==> config.mk <==
export PLATFORM = sky130hd
export DESIGN_NAME = note_label_seq_flat
export DESIGN_NICKNAME = d
export VERILOG_FILES = /design/src/rtl/note_label_seq_pkg.sv /design/src/rtl/note_label_seq_if.sv /design/src/rtl/note_label_seq_decode.sv /design/src/rtl/note_label_seq.sv /design/src/flat_wrapper.sv
export SDC_FILE = /design/constraint.sdc
export NUM_CORES = 1
export LEC_CHECK = 0
export CAP_MARGIN = 20
export CORE_UTILIZATION = 45
export CTS_CLUSTER_DIAMETER = 120
export DETAILED_ROUTE_END_ITERATION = 16
export PLACE_DENSITY = 0.72
export SYNTH_ARGS = -nofsm -noshare
export SYNTH_HDL_FRONTEND = slang
export SYNTH_SLANG_ARGS = --single-unit
==> constraint.sdc <==
create_clock -name clk -period 4.6 [get_ports clk]
set_input_delay 0.46 -clock clk [delete_from_list [all_inputs] [get_ports clk]]
set_output_delay 0.46 -clock clk [all_outputs]
set_load 0.02 [all_outputs]
==> src/rtl/note_label_seq_pkg.sv <==
// Character codes, label record and semitone tables shared by the note-label sequencer.
// Codes are 6-bit tcgrom indices; the sequencer shifts them up by the row width.
package note_text_pkg;

    localparam logic [5:0] CH_SPACE  = 6'h20;
    localparam logic [5:0] CH_SHARP  = 6'h23;
    localparam logic [5:0] CH_R      = 6'h12;
    localparam logic [5:0] CH_A      = 6'h01;
    localparam logic [5:0] CH_B      = 6'h02;
    localparam logic [5:0] CH_C      = 6'h03;
    localparam logic [5:0] CH_D      = 6'h04;
    localparam logic [5:0] CH_E      = 6'h05;
    localparam logic [5:0] CH_F      = 6'h06;
    localparam logic [5:0] CH_G      = 6'h07;
    localparam logic [5:0] CH_DIGIT0 = 6'h30;

    localparam logic [1:0] POS_LAST = 2'd2;

    typedef struct packed {
        logic [5:0] oct;
        logic [5:0] letter;
        logic [5:0] acc;
    } note_label_t;

    typedef enum logic {
        ST_IDLE,
        ST_EMIT
    } seq_state_t;

    // Semitone 0 is A, counting upward.
    function automatic logic [5:0] semi_letter(input logic [3:0] s);
        logic [5:0] r;
        case (s)
            4'd0, 4'd1:  r = CH_A;
            4'd2:        r = CH_B;
            4'd3, 4'd4:  r = CH_C;
            4'd5, 4'd6:  r = CH_D;
            4'd7:        r = CH_E;
            4'd8, 4'd9:  r = CH_F;
            default:     r = CH_G;
        endcase
        return r;
    endfunction

    function automatic logic semi_sharp(input logic [3:0] s);
        logic r;
        case (s)
            4'd1, 4'd4, 4'd6, 4'd9, 4'd11: r = 1'b1;
            default:                        r = 1'b0;
        endcase
        return r;
    endfunction

endpackage

==> src/rtl/note_label_seq_if.sv <==
// Character beat link from the sequencer to the text writer (valid/ready).
// master drives the beat, slave returns ready.
interface note_label_seq_if #(
    parameter int CH_W   = 2,
    parameter int ADDR_W = 9
);
    logic [ADDR_W-1:0] char_addr;
    logic [CH_W-1:0]   char_ch;
    logic [1:0]        char_pos;
    logic              char_last;
    logic              char_valid;
    logic              char_ready;

    modport master (
        output char_addr, char_ch, char_pos, char_last, char_valid,
        input  char_ready
    );

    modport slave (
        input  char_addr, char_ch, char_pos, char_last, char_valid,
        output char_ready
    );
endinterface

==> src/rtl/note_label_seq_decode.sv <==
// Combinational note index -> 3-char label; octave/semitone found by a compare chain against multiples of 12.
// Zero latency, no flow control.
module note_char_decode
    import note_text_pkg::*;
#(
    parameter int IDX_W   = 6,
    parameter int MAX_IDX = 63
) (
    input  logic [IDX_W-1:0] idx_i,
    output note_label_t      label_o
);

    localparam int CW = (IDX_W > 7) ? IDX_W : 7;

    logic [CW-1:0] m;
    logic [3:0]    oct;
    logic [3:0]    semi;

    always_comb begin
        m    = CW'(idx_i) - CW'(1);
        oct  = 4'd1;
        semi = 4'(m);
        for (int k = 1; k < 9; k++) begin
            if (m >= CW'(12 * k)) begin
                oct  = 4'(k + 1);
                semi = 4'(m - CW'(12 * k));
            end
        end

        label_o = '{oct: CH_SPACE, letter: CH_SPACE, acc: CH_SPACE};
        if (idx_i == '0) begin
            label_o.oct = CH_R;
        end else if (32'(idx_i) <= 32'(MAX_IDX)) begin
            label_o.oct    = CH_DIGIT0 + 6'(oct);
            label_o.letter = semi_letter(semi);
            label_o.acc    = semi_sharp(semi) ? CH_SHARP : CH_SPACE;
        end
    end

endmodule

==> src/rtl/note_label_seq.sv <==
// Snapshots all channel notes and streams 3 tcgrom addresses per channel; first beat 1 cycle after trigger.
// Beats are registered and held while valid && !ready; start is ignored while a frame is in flight.
module note_label_seq
    import note_text_pkg::*;
#(
    parameter int NUM_CH       = 4,
    parameter int IDX_W        = 6,
    parameter int MAX_IDX      = 63,
    parameter int ROW_W        = 3,
    parameter int AUTO_REFRESH = 0
) (
    input  logic                    clk,
    input  logic                    reset,
    input  logic [NUM_CH*IDX_W-1:0] note_idx,
    input  logic                    start,
    note_label_seq_if.master        char_if,
    output logic                    busy,
    output logic                    frame_done
);

    localparam int CH_W   = (NUM_CH > 1) ? $clog2(NUM_CH) : 1;
    localparam int ADDR_W = 6 + ROW_W;

    seq_state_t              state_q, state_d;
    logic [NUM_CH*IDX_W-1:0] snap_q, snap_d;
    logic [CH_W-1:0]         ch_q, ch_d;
    logic [1:0]              pos_q, pos_d;
    logic [ADDR_W-1:0]       addr_q, addr_d;
    logic                    valid_q, valid_d;
    logic                    last_q, last_d;
    logic                    done_q, done_d;
    logic                    pending_q, pending_d;

    logic                    mismatch, trigger, fire;
    logic [CH_W-1:0]         nxt_ch;
    logic [1:0]              nxt_pos;
    logic [NUM_CH*IDX_W-1:0] src;
    logic [IDX_W-1:0]        dec_idx;
    note_label_t             label;
    logic [5:0]              code_sel;

    assign mismatch = (note_idx != snap_q);
    assign trigger  = (state_q == ST_IDLE) &&
                      (start || ((AUTO_REFRESH != 0) && (pending_q || mismatch)));
    assign fire     = (state_q == ST_EMIT) && valid_q && char_if.char_ready;

    // The beat to load next: beat 0 from live inputs on a trigger, else the successor from the snapshot.
    always_comb begin
        nxt_ch  = '0;
        nxt_pos = 2'd0;
        if (state_q == ST_EMIT) begin
            if (pos_q == POS_LAST) begin
                nxt_ch = ch_q + CH_W'(1);
            end else begin
                nxt_ch  = ch_q;
                nxt_pos = pos_q + 2'd1;
            end
        end
    end

    assign src = (state_q == ST_IDLE) ? note_idx : snap_q;

    always_comb begin
        dec_idx = '0;
        for (int c = 0; c < NUM_CH; c++) begin
            if (nxt_ch == CH_W'(c)) begin
                dec_idx = src[c*IDX_W +: IDX_W];
            end
        end
    end

    note_char_decode #(
        .IDX_W   (IDX_W),
        .MAX_IDX (MAX_IDX)
    ) u_decode (
        .idx_i   (dec_idx),
        .label_o (label)
    );

    always_comb begin
        case (nxt_pos)
            2'd0:    code_sel = label.oct;
            2'd1:    code_sel = label.letter;
            default: code_sel = label.acc;
        endcase
    end

    always_comb begin
        state_d   = state_q;
        snap_d    = snap_q;
        ch_d      = ch_q;
        pos_d     = pos_q;
        addr_d    = addr_q;
        valid_d   = valid_q;
        last_d    = last_q;
        done_d    = 1'b0;
        pending_d = pending_q;

        if (trigger) begin
            pending_d = 1'b0;
        end else if ((AUTO_REFRESH != 0) && (state_q == ST_EMIT) && mismatch) begin
            pending_d = 1'b1;
        end

        case (state_q)
            ST_IDLE: begin
                if (trigger) begin
                    state_d = ST_EMIT;
                    snap_d  = note_idx;
                    ch_d    = nxt_ch;
                    pos_d   = nxt_pos;
                    addr_d  = ADDR_W'(code_sel) << ROW_W;
                    valid_d = 1'b1;
                    last_d  = 1'b0;
                end
            end
            ST_EMIT: begin
                if (fire) begin
                    if (last_q) begin
                        state_d = ST_IDLE;
                        valid_d = 1'b0;
                        last_d  = 1'b0;
                        done_d  = 1'b1;
                    end else begin
                        ch_d   = nxt_ch;
                        pos_d  = nxt_pos;
                        addr_d = ADDR_W'(code_sel) << ROW_W;
                        last_d = (nxt_ch == CH_W'(NUM_CH - 1)) && (nxt_pos == POS_LAST);
                    end
                end
            end
            default: state_d = ST_IDLE;
        endcase
    end

    always_ff @(posedge clk) begin
        if (reset) begin
            state_q   <= ST_IDLE;
            snap_q    <= '0;
            ch_q      <= '0;
            pos_q     <= 2'd0;
            addr_q    <= '0;
            valid_q   <= 1'b0;
            last_q    <= 1'b0;
            done_q    <= 1'b0;
            pending_q <= 1'b0;
        end else begin
            state_q   <= state_d;
            snap_q    <= snap_d;
            ch_q      <= ch_d;
            pos_q     <= pos_d;
            addr_q    <= addr_d;
            valid_q   <= valid_d;
            last_q    <= last_d;
            done_q    <= done_d;
            pending_q <= pending_d;
        end
    end

    assign char_if.char_addr  = addr_q;
    assign char_if.char_ch    = ch_q;
    assign char_if.char_pos   = pos_q;
    assign char_if.char_last  = last_q;
    assign char_if.char_valid = valid_q;
    assign busy               = (state_q == ST_EMIT);
    assign frame_done         = done_q;

endmodule
==> src/flat_wrapper.sv <==
// flat-port wrapper written by rule: the top's interface ports become plain ports
module note_label_seq_flat import note_text_pkg::*;
#(
    parameter int NUM_CH       = 4,
    parameter int IDX_W        = 6,
    parameter int MAX_IDX      = 63,
    parameter int ROW_W        = 3,
    parameter int AUTO_REFRESH = 0
)
  (clk, reset, note_idx, start, busy, frame_done, char_if_char_addr, char_if_char_ch, char_if_char_pos, char_if_char_last, char_if_char_valid, char_if_char_ready);
  note_label_seq_if char_if_i ();
  input  logic clk;
  input  logic reset;
  input  logic [NUM_CH*IDX_W-1:0] note_idx;
  input  logic start;
  output logic busy;
  output logic frame_done;
  output wire logic [$bits(char_if_i.char_addr)-1:0] char_if_char_addr;
  output wire logic [$bits(char_if_i.char_ch)-1:0] char_if_char_ch;
  output wire logic [$bits(char_if_i.char_pos)-1:0] char_if_char_pos;
  output wire logic [$bits(char_if_i.char_last)-1:0] char_if_char_last;
  output wire logic [$bits(char_if_i.char_valid)-1:0] char_if_char_valid;
  input wire logic [$bits(char_if_i.char_ready)-1:0] char_if_char_ready;
  assign char_if_char_addr = char_if_i.char_addr;
  assign char_if_char_ch = char_if_i.char_ch;
  assign char_if_char_pos = char_if_i.char_pos;
  assign char_if_char_last = char_if_i.char_last;
  assign char_if_char_valid = char_if_i.char_valid;
  assign char_if_i.char_ready = char_if_char_ready;
  note_label_seq #(.NUM_CH(NUM_CH), .IDX_W(IDX_W), .MAX_IDX(MAX_IDX), .ROW_W(ROW_W), .AUTO_REFRESH(AUTO_REFRESH)) u_core (.clk(clk), .reset(reset), .note_idx(note_idx), .start(start), .char_if(char_if_i), .busy(busy), .frame_done(frame_done));
endmodule
# After elaboration in Yosys (flattened, before gate mapping)
# Memory sizes are Yosys's and may differ from the RTL's.
# Index checks and enable logic that the tools add are counted.
# classes
n_eq_ne	15
n_lt_le_gt_ge	8
n_reduce_logical	13
n_mux	56
bitwise_logic	2
n_addsub	12
# op_table
cell	count
$mux W4	15
$mux W6	5
$mux W9	3
$mux W2	12
$mux W24	1
$ge A7 B6 Y1 const B	3
$ge A7 B7 Y1 const B	3
$pmux W9 S2	1
$sub A4 B4 Y4 const B	4
$mux W1	12
$mux W12	1
$pmux W6 S2	1
$eq A2 B2 Y1 const B	4
$eq A4 B3 Y1 const B	2
$eq A4 B4 Y1 const B	2
$pmux W2 S2	2
$sub A4 B1 Y4 const B	2
$sub A4 B3 Y4 const B	2
$ge A7 B4 Y1 const B	1
$ge A7 B5 Y1 const B	1
$sub A6 B1 Y7 const B	1
$add A5 B5 Y6 const A	1
$logic_not A6 Y1	1
$ne A2 B2 Y1 const B	3
12 further kinds	23
# word_totals
output_inout_bits	17
inputBits	28
rom_bits	48
ff_bits	41
mem_count	1
wordCells	115
# mem_list
memory	words	width	read_ports	rd_clocked_by_memory_dff	write_ports	line	source
(no name shown)	16	3	1	0	0	note_label_seq_pkg.sv:33	case (s)

# Logic depth before layout (Yosys ltp)
# Gate-level depths: netlist of the first run.
# logic_depth
word_depth	28
ltp_mapped	23
ltp_nobuf	21

# By module
# A second synthesis of the first run with hierarchy kept.
# unflattened
hier_cells	401
area_unflattened_um2	3111.7
# by_module_without_submodules
module	seq_area_each_um2	cells_each	n_inst	area_per_inst_um2
note_label_seq	760.7	267	1	2177.1
note_char_decode	0.0	134	1	934.6

# Worst setup path before layout of the first run
# No wires, ideal clock.
# synth_timing
kind	register to register
startpoint	register u_core.pos_q[0] (netlist: u_core.char_if.char_pos[0])
endpoint	register u_core.addr_q[4] (netlist: u_core.char_if.char_addr[4])
setup_ns	0.091
t_arrival_ns	4.343
synth_period_minus_slack_ns	4.434
path_buffers	2
slack_ns	0.166
stages_incl_launch_ff	24
required_ns	4.509
cell_sequence	dfxtp_1 > buf_6 > and3b_1 > buf_6 > a22o_4 > and3_2 > a21oi_1 > and2_1 > ha_1 > inv_1 > nor3_1 > a21o_1 > nor2_1 > inv_1 > ha_1 > nand3_1 > a31o_2 > a211oi_2 > o31a_4 > a211o_1 > o2111ai_2 > a221oi_2 > nor2_1 > a311oi_1
# synth_via
elab_chain_cells	28
word_cells_on_any_way	68
cone_classes	add/sub (11); order compare (8); eq/ne (10); mux (34); reduce/logical (4); memory (1)
# synth_lines
item	line	source
from (decl)	note_label_seq.sv:27	logic [1:0] pos_q, pos_d;
from (signal assigned)	note_label_seq.sv:151	pos_q <= pos_d;
$eq A2 B2 Y1	note_label_seq.sv:52	if (pos_q == POS_LAST) begin
$mux W2	note_label_seq.sv:52	
$mux W2	note_label_seq.sv:51	if (state_q == ST_EMIT) begin
$logic_not A2 Y1	note_label_seq.sv:66	if (nxt_ch == CH_W'(c)) begin
$mux W6 (4 in series)	note_label_seq.sv:66	
$sub A6 B1 Y7	note_label_seq_decode.sv:20	m = CW'(idx_i) - CW'(1);
$ge A7 B4 Y1 / $sub A4 B4 Y4 (equally long branches)	note_label_seq_decode.sv:24, note_label_seq_decode.sv:26	
$mux W4 (8 in series)	note_label_seq_decode.sv:24	if (m >= CW'(12 * k)) begin
[... 2 more ...]	-	
$mux W1	note_label_seq_pkg.sv:47	case (s)
$mux W1	note_label_seq_decode.sv:31	if (idx_i == '0) begin
$mux W2	note_label_seq_decode.sv:36	label_o.acc = semi_sharp(semi) ? CH_SHARP : CH_SPACE;
$mux W12	note_label_seq_decode.sv:31	
$pmux W6 S2 *	note_label_seq.sv:81	case (nxt_pos)
$mux W9	note_label_seq.sv:119	if (last_q) begin
$mux W9	note_label_seq.sv:118	if (fire) begin
$pmux W9 S2 *	note_label_seq.sv:105	case (state_q)
to (signal assigned)	note_label_seq.sv:152	addr_q <= addr_d;
to (decl)	note_label_seq.sv:28	logic [ADDR_W-1:0] addr_q, addr_d;
# Mark *: on every way between the ends. The rest lies on a longest branch, timed or not. The select of a mux whose other input is x is not followed.
# A chain may end at the register's enable or synchronous reset.

# Worst setup path in the final report of the first run
# Ends and elaborated chain as after synthesis.

==> results.cfg, run 1 <==
[worst_hold_path]
hold_depth = 2
hp-class = reg2reg

[global_routing]
antenna_found_initial = 0
grt_overflow = 0
grt_usage_pct = 24.1
grt_first_pass_wirelength_um = 12300
grt_max_degree = 39
grt_pass1_vias = 2489

[clocking]
cts_root_buf = clkbuf_8
hold_buffers = 0
cts_buffers = 5
clk_latency_ps = 290
clock_sinks = 38
clk_pin_slew_worst_paths_ps = 70
clockBufferDepth = 2
htreeDepth = 2
cts_tree = built

[layout]
fillers = 554
syn2layout_area_growth_pct = 21.7
layout_common_cells = 64 x nand2_1, 47 x a21oi_1, 41 x clkdlybuf4s50_1, 37 x nor2_1, 35 x dfxtp_1
antenna_cells = 0
postLayoutCoreUtil_pct = 57.2
drive_above_1_share_pct = 15.7
fin_nets = 444
mostFrequentLayoutCell = nand2_1

[route]
drtAntennaViolNets = 0
first_pass_iters = 5
wl_per_cell_um = 15.6
drt_wl_total_um = 7520
drc = 0
vias = 2836
drt_iter0_markers = 173
via_per_inst = 5.87

[synth]
ys_seq_area_share_pct = 27.2
synth_seq_cells = 38
yosys_warnings = 0
ys_types = 74
syn_inst = 367
syn_avg_cell_area_um2 = 7.62
postSynth.asyncResetShare_pct = 0
synth-edff-count = 0
syn_area_um2 = 2800
synth-main-ff-cell = dfxtp_1

[sta]
period_needed_ps = 4320
slew_violations = 0
slew_headroom_pct = 39.9
max_slew.worst_pin.slew_ps = 899
hold_viol_final = 0
timing.hold.ws_ps = 453
setup_violations = 0
fin_skew_ps = 6.05
fin_crit_sh_pct = 94.0
rsz0062_at_grt = no
max_freq_ghz = 0.231

[power_and_ir_drop]
p_switching_w = 0.000346
p_clk_share_pct = 22.7
pwr-share-comb_pct = 39.6
p_per_area_nw_per_um2 = 283
ir_drop_mv = 0.215
switching_share_pct = 35.9
p_seq_share_pct = 37.7
p_int_w = 0.000617
p_leak_nw = 1.26

[run]
cap_violations = 0

[placement]
place_congestion = 0.896
dp_hpwl_um = 5650
port_buffers = 41

[setup_path]
cp_data_arrival_time_ps = 4520
crit_type = reg2reg
rr_worst_depth = 21
path_max_fanout = 11
worstPathRequired_ps = 4790
cp-start-kind = flop
end_kind = flop

[die]
core_um2 = 5960
die_w_um = 80.8
ios = 45
die_area_um2 = 6530
floorplan.initialDensity_pct = 47.0
die_h_um = 80.8
fp-row-count = 28

[status]
status = finished, final reports clean
-- cells by family after synthesis --
family | after synthesis | synth area share (%)
other | 1 | 0.134
AO/OA/AOI/OAI | 115 | 29.5
flip-flops | 38 | 27.2
AND/OR/NAND/NOR | 160 | 29.1
buffers and inverters | 33 | 6.18
multiplexers | 9 | 3.36
adder cells (fa/ha/maj) | 8 | 3.58
XOR/XNOR | 3 | 0.940
-- synthesized netlist by cell type, types with 6 or more instances --
| master | number | share of area (%) |
|---|---|---|
| dfxtp_1 | 38 | 27 |
| a21oi_1 | 48 | 8.6 |
| ha_1 | 8 | 3.6 |
| a31oi_1 | 9 | 2.0 |
| mux2i_1 | 6 | 2.1 |
| nand3_1 | 12 | 2.1 |
| buf_2 | 6 | 1.1 |
| o21ai_0 | 8 | 1.4 |
| inv_1 | 7 | 0.94 |
| nand2_1 | 64 | 8.6 |
| nor2_1 | 37 | 5.0 |
| clkbuf_1 | 10 | 1.3 |
-- metal layers --
layer | wire length, um | track usage [%] | vias up
li1 | - | - | 1399
met1 | 3570 | 33.1 | 1353
met5 | 0 | 0 | -
met4 | 100 | 6.61 | 0
met2 | 3550 | 39.2 | 75
met3 | 299 | 3.26 | 9
-- registers in the layout, indices dropped and copies added, names as in the netlist --
signal	count
u_core.frame_done	1
u_core.char_if.char_valid	1
u_core.char_if.char_last	1
u_core.snap_q	24
u_core.char_if.char_pos	2
u_core.char_if.char_addr	6
u_core.busy	1
u_core.char_if.char_ch	2
-- cell type report --
cell class | instances | area, um^2 | share of cell area (%)
sequential | 38 | 767 | 22.5
inverter | 7 | 26.3 | 0.772
multi-input combinational | 298 | 1900 | 55.8
tap | 75 | 93.8 | 2.76
clock buffer | 6 | 72.6 | 2.13
clock inverter | 1 | 7.51 | 0.221
timing repair buffer | 58 | 538 | 15.8
-- power groups by stage --
| stage | Combinational [W] | Sequential (W) | Clock (W) |
|---|---|---|---|
| after floorplan | 0.000261 | 0.000376 | 0 |
| after global placement | 0.000374 | 0.000371 | 0 |
| after detailed placement | 0.000375 | 0.000371 | 0 |
| after CTS | 0.000377 | 0.000364 | 0.000221 |
| after global routing | 0.000416 | 0.000365 | 0.000233 |
| final | 0.000381 | 0.000363 | 0.000219 |
-- final timing paths --
| kind | start | end | slack [ps] |
|---|---|---|---|
| max | u_core.char_if.char_pos[0] | u_core.char_if.char_addr[4] | 280 |
| min | u_core.snap_q[1] | u_core.snap_q[1] | 450 |
| min reg2reg | u_core.snap_q[1] | u_core.snap_q[1] | 450 |
| max reg2reg | u_core.char_if.char_pos[0] | u_core.char_if.char_addr[4] | 280 |
-- through the flow --
step / TNS [ps] / instance area [um^2] / total power (W) / setup WS (ps) / instances
floorplan: 0 / 2800 / 0.000637 / 166 / 369
global placement: 0 / 3280 / 0.000745 / 245 / 475
detailed placement: -25.9 / 3280 / 0.000746 / -25.9 / 475
CTS: 0 / 3370 / 0.000962 / 110 / 482
global route: 0 / 3400 / 0.00101 / 17.2 / 483
finish: 0 / 3400 / 0.000963 / 277 / 483
-- timing repair --
action | CTS | global route
gates resized for setup | 1 | 9
buffers inserted | 0 | 1
setup endpoints to repair | 1 | 3
pin swaps | 0 | 1
cloned | 0 | 0
-- worst max-delay path: stages, from the launching register on --
cell	delay [ps]
dfxtp_4	400
and3b_2	270
a22o_4	290
and3_2	200
a21oi_1	160
and2_1	200
ha_1	200
inv_1	70
nor3_1	200
a21o_1	130
nor2_1	70
inv_2	120
ha_1	150
nand3_1	90
a31o_2	260
a211oi_2	210
o31a_4	230
a211o_1	130
o2111ai_2	160
a221oi_2	320
nor2_1	80
a311oi_1	260
Note: power is estimated with default switching activity, not from simulation.
==> inputs of run 2 (changes only) <==
Settings changed: CORE_ASPECT_RATIO set to 1.25, SKIP_LAST_GASP set to 1.
==> results.cfg, run 2 (synthesized netlist as in run 1, its figures left out) <==
[status]
status = finished, final reports clean

[sta]
max_freq_ghz = 0.235
fin_crit_sh_pct = 92.7
timing.hold.ws_ps = 453
fin_setup_tns_ps = 0
slew_violations = 0
slew_headroom_pct = 41.6
period_needed_ps = 4260
fin_ws_ps = 337
max_slew.worst_pin.slew_ps = 874
fin_skew_ps = 13.2
setup_violations = 0
hold_viol_final = 0

[worst_hold_path]
min-delay-start = u_core.snap_q[6]
hp-class = reg2reg
hold_depth = 2
hold_end = u_core.snap_q[6]

[placement]
dp_hpwl_um = 5630
place_congestion = 0.925
port_buffers = 41
dp_slack_ps = 119

[setup_path]
rr_worst_depth = 19
cp_data_arrival_time_ps = 4470
crit_path_top_delay_cell = dfxtp_2
crit_buf_inv = 1
crit_family = compound AO/OA/AOI/OAI gates
end_kind = flop
regToRegSetupSlack_ps = 340
crit_path_max_incr_delay_ps = 370
reg2reg_to = u_core.char_if.char_addr[4]
cp-start-kind = flop
worstPathRequired_ps = 4810
path_cells = nand2b_2 -> xnor2_2 -> a22oi_1 -> o22a_1 -> and2_1 -> ha_1 -> and3_1 -> a21o_1 -> nor2_1 -> inv_1 -> ha_1 -> and3_1 -> a21oi_1 -> nor3b_4 -> o21bai_2 -> a2bb2oi_4 -> mux2i_1 -> o21ai_1 -> a311oi_1
r2r-start = u_core.char_if.char_pos[0]
path_max_fanout = 11
crit_type = reg2reg

[clocking]
hold_buffers = 0
htreeDepth = 2
cts_tree = built
cts_root_buf = clkbuf_8
clk_latency_ps = 290
clock_sinks = 38
clk_pin_slew_worst_paths_ps = 80
clockBufferDepth = 2
cts_buffers = 5

[global_routing]
grt_pass1_vias = 2708
grt_overflow = 0
grt_first_pass_wirelength_um = 12700
grt_usage_pct = 24.1
grt_max_degree = 39
antenna_found_initial = 0

[power_and_ir_drop]
p_per_area_nw_per_um2 = 300
p_leak_nw = 1.31
power_w = 0.00104
ir_drop_mv = 0.221

[layout]
drive_above_1_share_pct = 16.5
fin_nets = 448
postLayoutCoreUtil_pct = 58.7
largest_reg_flops = 24
largest-register = u_core.snap_q
mostFrequentLayoutCell = nand2_1
fillers = 575
layout_common_cells = 64 x nand2_1, 48 x a21oi_1, 41 x clkdlybuf4s50_1, 37 x nor2_1, 35 x dfxtp_1
antenna_cells = 0
syn2layout_area_growth_pct = 23.8

[route]
vias = 2782
first_pass_iters = 4
wl_per_cell_um = 15.0
drc = 0
drtAntennaViolNets = 0
via_per_inst = 5.63
drt_iter0_markers = 139
drt_wl_total_um = 7420

[die]
ios = 45
die_h_um = 90.1
core_um2 = 5900
fp-row-count = 31
die_w_um = 72.5
floorplan.initialDensity_pct = 47.4
die_area_um2 = 6540

[run]
cap_violations = 0
[run 2: layer usage]
| layer | track usage (%) | part of all wire (%) | vias up |
|---|---|---|---|
| met2 | 40.9 | 51 | 67 |
| met3 | 3.92 | 3.4 | 14 |
| met5 | 0 | 0 | - |
| li1 | - | - | 1412 |
| met1 | 29.6 | 43 | 1289 |
| met4 | 10.1 | 1.9 | 0 |
[run 2: final cells by class]
| class | count | area, um^2 | area share [%] |
|---|---|---|---|
| Sequential cell | 38 | 764 | 22.1 |
| Timing Repair Buffer | 62 | 568 | 16.4 |
| Tap cell | 82 | 103 | 2.96 |
| Clock inverter | 1 | 30.0 | 0.867 |
| Clock buffer | 6 | 82.6 | 2.38 |
| Inverter | 7 | 26.3 | 0.759 |
| Multi-Input combinational cell | 298 | 1890 | 54.6 |
[run 2: worst min-delay path, delay by kind of cell (launching register included)]
family             cells  cell delay, ps
DFF                    1             310
and+or+nand+nor        1              50
AOI/OAI and AO/OA      1              50
[run 2: stage by stage]
step	area, um^2	std cells
6_report	3460	494
3_5_place_dp	3320	486
4_1_cts	3440	493
5_1_grt	3460	494
3_3_place_gp	3320	486
2_1_floorplan	2800	369
[run 2: timing repair]
action / 4_1_cts / 5_1_grt
resized for setup: 0 / 7
setup buffers: 0 / 1
endpoints found under the setup margin: 0 / 3
[run 2: worst max-delay path by stage]
stage	start	endpoint	slack (ps)	cells after the start
floorplan	u_core.char_if.char_pos[0]	u_core.char_if.char_addr[4]	170	23
global placement	u_core.char_if.char_pos[1]	u_core.char_if.char_addr[4]	240	19
detailed placement	u_core.char_if.char_pos[1]	u_core.char_if.char_addr[4]	120	19
CTS	u_core.char_if.char_pos[1]	u_core.char_if.char_addr[4]	110	19
global route	u_core.char_if.char_pos[0]	u_core.char_if.char_addr[4]	-20	21
finish	u_core.char_if.char_pos[0]	u_core.char_if.char_addr[4]	340	19
[run 2: power breakdown]
| group | internal, W | switching, W |
|---|---|---|
| logic | 0.000169 | 0.000214 |
| clock network | 0.000174 | 0.000117 |
| registers | 0.000350 | 0.0000152 |
==> inputs of run 3 (changes only) <==
--- a/config.mk
+++ b/config.mk
@@ -12,2 +12,3 @@
 export DETAILED_ROUTE_END_ITERATION = 16
+export GPL_TIMING_DRIVEN = 0
 export PLACE_DENSITY = 0.72
==> constraint.sdc (replaced) <==
create_clock -name clk -period 4.6 [get_ports clk]
set_input_delay 0.69 -clock clk [delete_from_list [all_inputs] [get_ports clk]]
set_output_delay 0.69 -clock clk [all_outputs]
set_load 0.02 [all_outputs]
==> results.cfg, run 3 (synthesized netlist as in run 1, its figures left out) <==
[layout]
antenna_cells = 0
layout_common_cells = 64 x nand2_1, 45 x a21oi_1, 41 x clkdlybuf4s50_1, 36 x nor2_1, 36 x dfxtp_1
mostFrequentLayoutCell = nand2_1
finalNonFillerCells = 512
fin_nets = 465
largest-register = u_core.snap_q
syn2layout_area_growth_pct = 30.5
final_area_um2 = 3650
largest_reg_flops = 24
drive_above_1_share_pct = 19.8

[placement]
dp_hpwl_um = 5780
postPlaceCellArea_um2 = 3320
numPlacedInstances = 492
place_congestion = 0.891
port_buffers = 41

[sta]
max_freq_ghz = 0.228
slew_violations = 0
fin_skew_ps = 5.70
slew_headroom_pct = 53.8
hold_viol_final = 0
period_needed_ps = 4400
max_slew.worst_pin.slew_ps = 685
fin_crit_sh_pct = 95.5
setup_violations = 0

[worst_hold_path]
min-delay-start = u_core.snap_q[4]
hp-class = reg2reg
hold_depth = 2
hold_end = u_core.snap_q[4]

[clocking]
clk_latency_ps = 290
clk_pin_slew_worst_paths_ps = 80
cts_buffers = 5
hold_buffers = 0
cts_tree = built
cts_root_buf = clkbuf_8
htreeDepth = 2
clock_sinks = 38
clockBufferDepth = 2

[global_routing]
antenna_found_initial = 0
grt_first_pass_wirelength_um = 12600
grt_usage_pct = 24.2
grt_pass1_vias = 2634
grt_max_degree = 13
grt_overflow = 0

[setup_path]
cp-start-kind = flop
end_kind = flop
rr_worst_depth = 22
path_max_fanout = 10
worstPathRequired_ps = 4810
cp_data_arrival_time_ps = 4600
r2r-start = u_core.char_if.char_pos[0]
crit_type = reg2reg
regToRegSetupSlack_ps = 200
reg2reg_to = u_core.char_if.char_addr[4]

[run]
cap_violations = 0

[route]
drc = 0
drt_iter0_markers = 135
wl_per_cell_um = 15.3
via_per_inst = 5.72
drt_wl_total_um = 7810
drtAntennaViolNets = 0
vias = 2929
first_pass_iters = 4

[die]
fp-row-count = 31
die_area_um2 = 6540
core_um2 = 5900
die_w_um = 72.5
die_h_um = 90.1
ios = 45
floorplan.initialDensity_pct = 47.4

[power_and_ir_drop]
p_leak_nw = 1.37
ir_drop_mv = 0.183
p_per_area_nw_per_um2 = 285

[status]
status = finished, final reports clean
run 3: changes by cell type in the layout (fill, tap and decap cells not counted), sizes merged:
cell,change
clkinvlp,+1
clkbuf,+10
buf,+7
bufinv,-1
clkinv,+1
run 3: report_power, final:
part	total (W)	internal (W)	leakage (nW)	switching, W
sequential	0.000362	0.000349	0.313	0.0000122
clock	0.000244	0.000121	0.0472	0.000124
combinational	0.000436	0.000196	1.01	0.000239
run 3: critical path: stages, from the launching register on:
cell and delay [ps]:
dfxtp_2 340, buf_6 130, and3b_1 190, buf_6 130, a22o_4 270, a311o_1 320
o21ai_4 250, ha_4 200, inv_2 60, nor3_4 180, a21o_1 180, nor2_4 70
ha_1 260, a311oi_1 240, a31oi_1 70, o221a_2 310, a21oi_2 220, o21bai_4 110
a2bb2oi_4 170, buf_4 150, nor3b_4 170, nor2_1 70, a311oi_1 220
run 3: per-stage QoR:
| step | hold WS (ps) | TNS, ps | power [W] | util (%) | worst slack [ps] |
|---|---|---|---|---|---|
| 2_1_floorplan | 432 | 0 | 0.000637 | - | 166 |
| 3_3_place_gp | 441 | -1120 | 0.000733 | 56.3 | -462 |
| 3_5_place_dp | 448 | -1460 | 0.000738 | 56.3 | -592 |
| 4_1_cts | 458 | 0 | 0.000990 | 59.0 | 0.454 |
| 5_1_grt | 481 | -20.9 | 0.00110 | 61.9 | -20.9 |
| 6_report | 456 | 0 | 0.00104 | 61.9 | 205 |
run 3: final cells by class:
type | instances | area, um^2
Fill cell | 557 | 2250
Multi-Input combinational cell | 298 | 2010
Sequential cell | 38 | 763
Timing Repair Buffer | 53 | 500
Buffer | 26 | 150
Tap cell | 82 | 103
Clock buffer | 6 | 82.6
Inverter | 7 | 28.8
Clock inverter | 2 | 12.5
run 3: worst max path at each step:
stage / start / end / slack (ps) / cells after the start
final: u_core.char_if.char_pos[0] / u_core.char_if.char_addr[4] / 200 / 22
after global routing: u_core.char_if.char_ch[0] / u_core.char_if.char_addr[4] / -20 / 22
after CTS: u_core.char_if.char_pos[0] / u_core.char_if.char_addr[4] / 0.5 / 22
after detailed placement: u_core.char_if.char_pos[1] / u_core.char_if.char_addr[4] / -590 / 20
after global placement: u_core.char_if.char_pos[1] / u_core.char_if.char_addr[4] / -460 / 20
after floorplan: u_core.char_if.char_pos[0] / u_core.char_if.char_addr[4] / 170 / 23
run 3: timing repair:
item	4_1_cts	5_1_grt
pin swaps	1	13
setup endpoints to repair	3	3
setup buffers	3	9
gates resized for setup	10	23
run 3: metal layers:
layer  GRT usage, %  share of wire, %  vias to the layer above
li1               -                 -                     1455
met1           29.1                41                     1367
met2           42.8                52                       87
met3           3.25               4.1                       20
met4           8.99               3.1                        0
met5              0                 0                        -
